--- config.mk ---
export PLATFORM = sky130hd
export DESIGN_NAME = half_alt_div_flat
export DESIGN_NICKNAME = d
export VERILOG_FILES = /design/src/rtl/half_alt_div_if.sv /design/src/rtl/half_alt_div.sv /design/src/flat_wrapper.sv
export SDC_FILE = /design/constraint.sdc
export NUM_CORES = 1
export LEC_CHECK = 0
export BUFFER_PORTS_ARGS = -buffer_cell sky130_fd_sc_hd__clkbuf_2
export CAP_MARGIN = 5
export CORE_UTILIZATION = 35
export CTS_CLUSTER_SIZE = 40
export DETAILED_ROUTE_END_ITERATION = 16
export PLACE_DENSITY = 0.52
export SLEW_MARGIN = 15
export SYNTH_ARGS = -nofsm -noshare
export SYNTH_HDL_FRONTEND = slang
export SYNTH_SLANG_ARGS = --single-unit
--- constraint.sdc ---
create_clock -name clk -period 5 [get_ports clk]
set_clock_uncertainty 0.15 [all_clocks]
set_input_delay 0.5 -clock clk [delete_from_list [all_inputs] [get_ports clk]]
set_output_delay 0.5 -clock clk [all_outputs]
set_load 0.03 [all_outputs]
--- src/rtl/half_alt_div_if.sv ---
// ---------------------------------------------------------------------------
// half_alt_div_if
//
// Request/response bundle for the iterative half-format divider.
//   start : request strobe, sampled by the divider only while busy is low
//   a, b  : dividend / divisor words {exp[5:0], mant[9:0]}
//   busy  : divider has an operation in flight
//   done  : one-cycle completion pulse
//   quot  : result word {exp[5:0], mant[9:0]}, held until the next done
//   ovf   : exponent overflow, quot saturated to 16'hFFFF
//   unf   : exponent underflow, quot flushed to 16'h0000
//   dz    : divide by zero, quot forced to 16'hFFFF
//
// master : the requester (drives start/a/b)
// slave  : the divider   (drives busy/done/quot/flags)
// ---------------------------------------------------------------------------
interface half_alt_div_if;
    logic        start;
    logic [15:0] a;
    logic [15:0] b;
    logic        busy;
    logic        done;
    logic [15:0] quot;
    logic        ovf;
    logic        unf;
    logic        dz;

    modport master (
        output start, a, b,
        input  busy, done, quot, ovf, unf, dz
    );

    modport slave (
        input  start, a, b,
        output busy, done, quot, ovf, unf, dz
    );
endinterface

--- src/rtl/half_alt_div.sv ---
// ---------------------------------------------------------------------------
// half_alt_div
//
// Iterative unsigned divider for the 16-bit half format {exp[5:0], mant[9:0]},
// value = (mant/1024) * 2^(exp-31), no sign bit. A word with mant==0 is zero.
//
// Flow: IDLE captures the operands, NORM shifts unnormalised mantissas left
// one bit per cycle, DIV runs a restoring divider (one quotient bit per
// cycle), PACK assembles the result, applies overflow/underflow and raises
// done for one cycle.
//
// Ports:
//   clk   : clock, rising edge
//   rst_n : asynchronous active-low reset; aborts any operation in flight
//   bus   : half_alt_div_if.slave (start, a, b, busy, done, quot, ovf, unf, dz)
//
// Build option:
//   HALF_ALT_DIV_ROUND_EN : when defined, DIV produces one extra guard bit
//                           and the mantissa is rounded half up (one extra
//                           cycle of latency). Undefined: truncation.
// ---------------------------------------------------------------------------
module half_alt_div (
    input  logic          clk,
    input  logic          rst_n,
    half_alt_div_if.slave bus
);

`ifdef HALF_ALT_DIV_ROUND_EN
    localparam int DIV_ITERS = 12;
`else
    localparam int DIV_ITERS = 11;
`endif

    typedef enum logic [1:0] {
        IDLE,
        NORM,
        DIV,
        PACK
    } state_t;

    // What PACK has to emit: a computed quotient or one of the special cases
    // decided already at capture time.
    typedef enum logic [1:0] {
        KIND_FINITE,
        KIND_ZERO,
        KIND_DZ
    } kind_t;

    state_t                 state;
    state_t                 state_next;
    kind_t                  kind;

    logic [9:0]             ma;
    logic [9:0]             mb;
    logic signed [8:0]      ea;
    logic signed [8:0]      eb;
    logic [10:0]            rem;
    logic [DIV_ITERS-1:0]   q;
    logic [3:0]             iter;

    logic                   done_r;
    logic [15:0]            quot_r;
    logic                   ovf_r;
    logic                   unf_r;
    logic                   dz_r;

    // -----------------------------------------------------------------------
    // Restoring division step. rem < 2*mb holds throughout, so after a
    // successful subtract the difference fits in 10 bits, and when no
    // subtract happens rem < mb < 1024 so bit 10 is already zero.
    // -----------------------------------------------------------------------
    logic       rem_ge;
    logic [9:0] rem_diff;
    logic [9:0] rem_sel;

    assign rem_ge   = (rem >= {1'b0, mb});
    assign rem_diff = 10'(rem - {1'b0, mb});
    assign rem_sel  = rem_ge ? rem_diff : rem[9:0];

    // -----------------------------------------------------------------------
    // Result assembly from the finished quotient.
    // Non-rounding: q = floor(ma*1024/mb) in [512, 2046].
    // Rounding:     q = floor(ma*2048/mb), one guard bit below the LSB.
    // -----------------------------------------------------------------------
    logic signed [8:0] e_pack;
    logic [9:0]        mant_pack;

`ifdef HALF_ALT_DIV_ROUND_EN
    logic [9:0]  mant_trunc;
    logic        guard;
    logic [10:0] mant_round;

    // NOTE: every signal written in an always_comb gets a default first, so
    // no path can leave it unassigned and infer a latch.
    always_comb begin
        e_pack     = ea - eb + 9'sd31;
        mant_trunc = q[10:1];
        guard      = q[0];
        mant_pack  = '0;
        if (q[11]) begin
            mant_trunc = q[11:2];
            guard      = q[1];
            e_pack     = e_pack + 9'sd1;
        end
        mant_round = {1'b0, mant_trunc} + {10'd0, guard};
        // Carry out of 1023 renormalises to 512 one binade up.
        if (mant_round[10]) begin
            mant_pack = 10'h200;
            e_pack    = e_pack + 9'sd1;
        end else begin
            mant_pack = mant_round[9:0];
        end
    end
`else
    // NOTE: every signal written in an always_comb gets a default first, so
    // no path can leave it unassigned and infer a latch.
    always_comb begin
        e_pack    = ea - eb + 9'sd31;
        mant_pack = q[9:0];
        if (q[10]) begin
            mant_pack = q[10:1];
            e_pack    = e_pack + 9'sd1;
        end
    end
`endif

    logic [15:0] quot_next;
    logic        ovf_next;
    logic        unf_next;
    logic        dz_next;

    always_comb begin
        quot_next = 16'h0000;
        ovf_next  = 1'b0;
        unf_next  = 1'b0;
        dz_next   = 1'b0;
        case (kind)
            KIND_DZ: begin
                quot_next = 16'hFFFF;
                dz_next   = 1'b1;
            end
            KIND_ZERO: begin
                quot_next = 16'h0000;
            end
            default: begin
                if (e_pack > 9'sd63) begin
                    quot_next = 16'hFFFF;
                    ovf_next  = 1'b1;
                end else if (e_pack < 9'sd0) begin
                    quot_next = 16'h0000;
                    unf_next  = 1'b1;
                end else begin
                    quot_next = {e_pack[5:0], mant_pack};
                end
            end
        endcase
    end

    // -----------------------------------------------------------------------
    // FSM: state register
    // -----------------------------------------------------------------------
    // NOTE: sequential state is written with non-blocking assignments so all
    // registers update together from pre-edge values.
    always_ff @(posedge clk or negedge rst_n) begin
        if (!rst_n) begin
            state <= IDLE;
        end else begin
            state <= state_next;
        end
    end

    // -----------------------------------------------------------------------
    // FSM: next state
    // -----------------------------------------------------------------------
    always_comb begin
        state_next = state;
        case (state)
            IDLE: begin
                if (bus.start) begin
                    if ((bus.b[9:0] == 10'd0) || (bus.a[9:0] == 10'd0)) begin
                        state_next = PACK;
                    end else begin
                        state_next = NORM;
                    end
                end
            end
            NORM: begin
                if (ma[9] && mb[9]) begin
                    state_next = DIV;
                end
            end
            DIV: begin
                if (iter == 4'(DIV_ITERS - 1)) begin
                    state_next = PACK;
                end
            end
            PACK: begin
                state_next = IDLE;
            end
            default: begin
                state_next = IDLE;
            end
        endcase
    end

    // -----------------------------------------------------------------------
    // Datapath and registered outputs
    // -----------------------------------------------------------------------
    // NOTE: the datapath registers are reset along with the control state so
    // that an aborted operation leaves nothing behind and simulation never
    // starts from X.
    always_ff @(posedge clk or negedge rst_n) begin
        if (!rst_n) begin
            kind   <= KIND_FINITE;
            ma     <= '0;
            mb     <= '0;
            ea     <= '0;
            eb     <= '0;
            rem    <= '0;
            q      <= '0;
            iter   <= '0;
            done_r <= 1'b0;
            quot_r <= 16'h0000;
            ovf_r  <= 1'b0;
            unf_r  <= 1'b0;
            dz_r   <= 1'b0;
        end else begin
            done_r <= 1'b0;
            case (state)
                IDLE: begin
                    if (bus.start) begin
                        ma <= bus.a[9:0];
                        mb <= bus.b[9:0];
                        ea <= $signed({3'b000, bus.a[15:10]});
                        eb <= $signed({3'b000, bus.b[15:10]});
                        // Divide-by-zero wins over a zero dividend.
                        if (bus.b[9:0] == 10'd0) begin
                            kind <= KIND_DZ;
                        end else if (bus.a[9:0] == 10'd0) begin
                            kind <= KIND_ZERO;
                        end else begin
                            kind <= KIND_FINITE;
                        end
                    end
                end
                NORM: begin
                    if (!ma[9]) begin
                        ma <= {ma[8:0], 1'b0};
                        ea <= ea - 9'sd1;
                    end
                    if (!mb[9]) begin
                        mb <= {mb[8:0], 1'b0};
                        eb <= eb - 9'sd1;
                    end
                    if (ma[9] && mb[9]) begin
                        rem  <= {1'b0, ma};
                        q    <= '0;
                        iter <= '0;
                    end
                end
                DIV: begin
                    rem  <= {rem_sel, 1'b0};
                    q    <= {q[DIV_ITERS-2:0], rem_ge};
                    iter <= iter + 4'd1;
                end
                PACK: begin
                    done_r <= 1'b1;
                    quot_r <= quot_next;
                    ovf_r  <= ovf_next;
                    unf_r  <= unf_next;
                    dz_r   <= dz_next;
                end
                default: begin
                    done_r <= 1'b0;
                end
            endcase
        end
    end

    assign bus.busy = (state != IDLE);
    assign bus.done = done_r;
    assign bus.quot = quot_r;
    assign bus.ovf  = ovf_r;
    assign bus.unf  = unf_r;
    assign bus.dz   = dz_r;

endmodule

--- src/flat_wrapper.sv ---
// flat-port wrapper written by rule: the top's interface ports become plain ports
module half_alt_div_flat 
  (clk, rst_n, bus_start, bus_a, bus_b, bus_busy, bus_done, bus_quot, bus_ovf, bus_unf, bus_dz);
  half_alt_div_if bus_i ();
  input  logic clk;
  input  logic rst_n;
  input wire logic [$bits(bus_i.start)-1:0] bus_start;
  input wire logic [$bits(bus_i.a)-1:0] bus_a;
  input wire logic [$bits(bus_i.b)-1:0] bus_b;
  output wire logic [$bits(bus_i.busy)-1:0] bus_busy;
  output wire logic [$bits(bus_i.done)-1:0] bus_done;
  output wire logic [$bits(bus_i.quot)-1:0] bus_quot;
  output wire logic [$bits(bus_i.ovf)-1:0] bus_ovf;
  output wire logic [$bits(bus_i.unf)-1:0] bus_unf;
  output wire logic [$bits(bus_i.dz)-1:0] bus_dz;
  assign bus_i.start = bus_start;
  assign bus_i.a = bus_a;
  assign bus_i.b = bus_b;
  assign bus_busy = bus_i.busy;
  assign bus_done = bus_i.done;
  assign bus_quot = bus_i.quot;
  assign bus_ovf = bus_i.ovf;
  assign bus_unf = bus_i.unf;
  assign bus_dz = bus_i.dz;
  half_alt_div u_core (.clk(clk), .rst_n(rst_n), .bus(bus_i));
endmodule
Yosys cells after proc, flatten, opt, wreduce, memory -nomap -nowiden
Cells that the tools add are included.
{ "word_totals": {"out_inout_bits": 21, "elab_cells": 90, "input_bits": 35, "ff_bits": 88} }
{ "op_classes": {"n_lt_le_gt_ge": 3, "n_addsub": 7, "eq_ne": 11, "mux": 38, "n_reduce_logical": 15} }
{ "ops": {"columns": ["op", "count"], "rows": [
  ["$mux 10", 6],
  ["$mux 9", 5],
  ["$pmux 11 s2", 2],
  ["$pmux 10 s2", 2],
  ["$pmux 9 s2", 2],
  ["$mux 16", 2],
  ["$pmux 16 s2", 1],
  ["$mux 11", 2],
  ["$logic_not 10->1", 2],
  ["$sub 9x2->9 const B", 2],
  ["$ge 11x10->1", 1],
  ["$mux 2", 5],
  ["$sub 10x10->10", 1],
  ["$add 9x2->9 const B", 1],
  ["$add 9x6->9 const B", 1],
  ["$gt 9x7->1 const B", 1],
  ["$lt 9x1->1 const B", 1],
  ["$reduce_and 3->1", 3],
  ["$sub 9x9->9", 1],
  ["$mux 1", 8],
  ["$pmux 2 s4", 1],
  ["$pmux 4 s2", 1],
  ["$eq 2x2->1 const B", 3],
  ["$ne 2x2->1 const B", 3],
  ["11 further kinds", 17]
]} }

Logic depth before layout (Yosys ltp)
{ "depth": {"word_depth": 8, "mapped_depth": 19, "depth_no_buf": 18} }

Worst setup path before layout
OpenSTA, ideal clock, no wires.
{ "synth_path": {"path_type": "register to register", "startpoint": "register u_core.eb[1]", "endpoint": "register u_core.quot_r[3] (netlist: u_core.bus.quot[3])", "path_buffers": 1, "t_arrival_ps": 3870, "path_slack_ps": 876, "stages_incl_launch_ff": 17, "synth_period_minus_slack_ps": 4124, "setup_ps": 104, "required_ps": 4746, "path_cell_list": "dfrtp_1 -> inv_1 -> ha_1 -> ha_1 -> inv_1 -> fa_1 -> nand4b_1 -> nor4b_2 -> nand2_1 -> or3_1 -> a21oi_1 -> o21ai_1 -> ha_1 -> nand3_1 -> o41a_4 -> buf_6 -> o311ai_1"} }
{ "synth_between": {"elab_chain_len": 8, "word_cells_on_any_way": 9, "classes_between": "add/sub: 3; order compare: 2; mux: 4"} }
{ "synth_rtl": {"columns": ["element", "line", "rtl"], "rows": [
  ["start: declaration", "half_alt_div.sv:56", "logic signed [8:0] eb;"],
  ["start signal: assignment", "half_alt_div.sv:235", "eb <= $signed({3'b000, bus.b[15:10]});"],
  ["start signal: assignment", "half_alt_div.sv:253", "eb <= eb - 9'sd1;"],
  ["$sub 9x9->9 (*)", "half_alt_div.sv:118", "e_pack = ea - eb + 9'sd31;"],
  ["$add 9x6->9 (*)", "half_alt_div.sv:118", null],
  ["$add 9x2->9", "half_alt_div.sv:122", "e_pack = e_pack + 9'sd1;"],
  ["$mux 9 (*)", "half_alt_div.sv:120", "if (q[10]) begin"],
  ["$lt 9x1->1", "half_alt_div.sv:149", "end else if (e_pack < 9'sd0) begin"],
  ["$mux 16", "half_alt_div.sv:149", null],
  ["$mux 16 (*)", "half_alt_div.sv:146", "if (e_pack > 9'sd63) begin"],
  ["$pmux 16 s2 (*)", "half_alt_div.sv:137", "case (kind)"],
  ["end signal: assignment", "half_alt_div.sv:268", "quot_r <= quot_next;"],
  ["end: declaration", "half_alt_div.sv:62", "logic [15:0] quot_r;"]
]} }
Mark *: on every way between the ends. The rest lies on a longest branch, timed or not.
A chain may end at the register's enable or synchronous reset.

Final worst setup path
Same ends and word-level chain as after synthesis.

==> metrics.txt <==
status completed; setup bufs post-CTS 0; WL/cell 15.9 um; fin util 40.6%; syn_nets between 600 and 700; Die ar. 16900 um^2; Max Root-Sink Buffers 2; reg2reg start u_core.eb[1]$_DFFE_PN0P_; number of vias per cell 5.28; Arr. time, crit path between 4000 and 5000 ps; global router's overall resource usage 17.6%; clock sink count 88; syn avg cell area approximately 9.5 um^2; Max-Cap Viols 0; Post-Layout Cell Count 862; DRT antenna net count 0; measured slew at the worst slew-check pin 920 ps; CTS tree built; Post-Synthesis Cells 601; Worst setup EP type flip-flop; worst hold path stage count 2; fin nets roughly 720; clk root buf clkbuf_16; Final setup viols 0; worst hold path class input port to flip-flop; clk slew on worst S/H paths 70 ps; peak fanout along the critical path 16; Crit Path Category flip-flop to flip-flop; Tmin final 4620 ps; clock latency on the worst-skew pair 350 ps; adder-cell share of the synthesized area under 10%; multiplexer share of the synthesized area around 2.7%; post-synthesis compound-gate area fraction 22.5%; worst path required time a little over 5000 ps; largest net degree at the start of global routing 69; Hold Path Sink u_core.mb[0]$_DFFE_PN0P_; Num CTS Buffers 9; Seq/Total Area, Yosys 38.5%; Syn. warnings 0; DR iter-0 viols 237; post-DP HPWL roughly 10 mm; Yosys cell types 68; initial antenna violation count 0; DR DRC count 0; cells on worst reg2reg path 15; Cells after DPL 845; FF-to-FF End u_core.bus.quot[3]$_DFFE_PN0P_; Worst R2R Setup Slack approximately 380 ps; Max Slew Vio Count 0; die height 130 um; startpoint types flip-flop; GRT Residual Overflow 0; endpoints failing hold 0; Initial Util 35.9%; Core Box Area 15900 um^2; # diodes 0; min-delay src bus_b[0]; DIE WIDTH about 130 um; vias in the first global route 4497; Layout fillers 1611; Boundary Pins 56; Synth Area in Simple Gates 17.9%; std cell rows 46; First-pass DRT Iterations 5; H-tree levels 3; first-pass GRT wire length 22.9 mm; Peak Freq 216 MHz; register bit total from synthesis approximately 90; layout cells sized above 1 16.4%; Area growth syn-to-layout 13.1%; ys async rst share 100%; XOR/XNOR Fraction of Synth Area 4.22%; Cell Area, Synth 5720 um^2; EDFF count, synth 0; via count 4551; Final GP Congestion 0.833; setup TNS 0 ps; relative slew slack between 30% and 40%; largest family of logic cells by synthesized area compound AO/OA/AOI/OAI gates; RSZ-0062 raised after global routing no; drt total wl 13.7 mm; ys flop type dfrtp_1; Final period util 92.4%; Buffers on Ports 55
[state kept, by name, indices dropped and copies added, names as in the netlist, 2 cells and up]
register and count:
u_core.iter 4, u_core.state 2, u_core.rem 11, u_core.ma 10, u_core.kind 2, u_core.bus.quot 16
u_core.eb 9, u_core.mb 10, u_core.ea 9, u_core.q 11
[cells by family (layout without fill, tap and decap cells)]
logic type	Yosys count	count (layout)
AO/OA/AOI/OAI	169	169
XOR/XNOR	25	25
flip-flops	88	88
buffers and inverters	78	123
AND/OR/NAND/NOR	187	187
adder cells (fa/ha/maj)	39	39
multiplexers	15	15
[cells in the mapped netlist, types with 4 or more instances]
| cell | instances | area [um^2] |
|---|---|---|
| xor2_1 | 10 | 87.6 |
| nor4_1 | 8 | 50.1 |
| nor2b_1 | 13 | 81.3 |
| inv_1 | 47 | 176 |
| o311ai_2 | 8 | 130 |
| clkbuf_1 | 25 | 93.8 |
| ha_1 | 37 | 463 |
| o21ai_0 | 27 | 135 |
| nand2_1 | 32 | 120 |
| xnor2_1 | 12 | 105 |
| nand3b_1 | 10 | 75.1 |
| mux2i_1 | 12 | 120 |
| nand2b_1 | 30 | 188 |
| a31oi_1 | 16 | 100 |
| a21oi_1 | 31 | 155 |
| dfrtp_1 | 88 | 2200 |
| a222oi_1 | 5 | 50.1 |
| o311ai_1 | 7 | 61.3 |
| o21a_1 | 4 | 30.0 |
| o22ai_1 | 7 | 43.8 |
| a21o_1 | 7 | 52.6 |
| nor2_1 | 42 | 158 |
| o211ai_1 | 12 | 90.1 |
| nor3b_1 | 7 | 52.6 |
| a22o_1 | 15 | 131 |
| nand3_1 | 12 | 60.1 |
| nor3_1 | 10 | 50.1 |
[worst max-delay path by stage]
stage	start	end	slack, ps	cells past startpoint
2_1_floorplan	u_core.eb[1]$_DFFE_PN0P_	u_core.bus.quot[3]$_DFFE_PN0P_	880	16
3_3_place_gp	u_core.eb[1]$_DFFE_PN0P_	u_core.bus.quot[5]$_DFFE_PN0P_	370	17
3_5_place_dp	u_core.eb[1]$_DFFE_PN0P_	u_core.bus.quot[3]$_DFFE_PN0P_	150	17
4_1_cts	u_core.eb[1]$_DFFE_PN0P_	u_core.bus.quot[3]$_DFFE_PN0P_	140	17
5_1_grt	u_core.eb[1]$_DFFE_PN0P_	u_core.bus.quot[2]$_DFFE_PN0P_	40	17
6_report	u_core.eb[1]$_DFFE_PN0P_	u_core.bus.quot[3]$_DFFE_PN0P_	380	15
[worst max-delay path, cell delays in order (launching register included)]
cell and delay [ps]:
dfrtp_1 380, inv_1 120, ha_1 250, ha_1 240, inv_1 80, fa_1 510
nand4b_1 290, nor4b_2 530, nand2_1 190, or3_1 380, a21oi_1 150, o21ai_1 100
ha_1 290, nand3_1 100, o41a_4 620, o311ai_1 120
[placed cells by master, fill, tap and decap left out, types with 12 or more instances in the layout]
| cell type | netlist | layout |
|---|---|---|
| dfrtp_1 | 88 | 88 |
| clkbuf_2 | 0 | 54 |
| inv_1 | 47 | 47 |
| nor2_1 | 42 | 42 |
| ha_1 | 37 | 36 |
| nand2_1 | 32 | 32 |
| nand2b_1 | 30 | 30 |
| a21oi_1 | 31 | 30 |
| o21ai_0 | 27 | 27 |
| a31oi_1 | 16 | 16 |
| a22o_1 | 15 | 15 |
| nor2b_1 | 13 | 13 |
| xnor2_1 | 12 | 12 |
| nand3_1 | 12 | 12 |
| o211ai_1 | 12 | 12 |
| mux2i_1 | 12 | 12 |
[cell type report]
type,instances,area [um^2],share of cell area (%)
Multi-Input combinational cell,435,3230,49.9
Sequential cell,88,2200,34.0
Timing Repair Buffer,60,318,4.91
Tap cell,216,270,4.18
Clock buffer,9,225,3.48
Inverter,47,176,2.73
Clock inverter,7,47.5,0.735
[layer usage]
layer	wire [um]	track usage [%]
met3	660	4.63
met2	6240	28.2
met4	121	4.38
met1	6720	23.6
met5	0	0
[per-stage QoR]
step           hold slack (ps)  cell area (um^2)  worst slack, ps
2_1_floorplan             54.4              5720              876
3_3_place_gp               251              6170              368
3_5_place_dp               254              6170              151
4_1_cts                    234              6460              135
5_1_grt                    253              6470             38.1
6_report                   247              6470              378
[timing repair]
item,CTS,global route
hold buffers,1,0
gates resized for setup,0,1
hold endpoints to repair,20,0
endpoints found under the setup margin,0,16
Power is not shown: default switching activity piles up to over one toggle a cycle in this logic, so the estimate is an artifact.
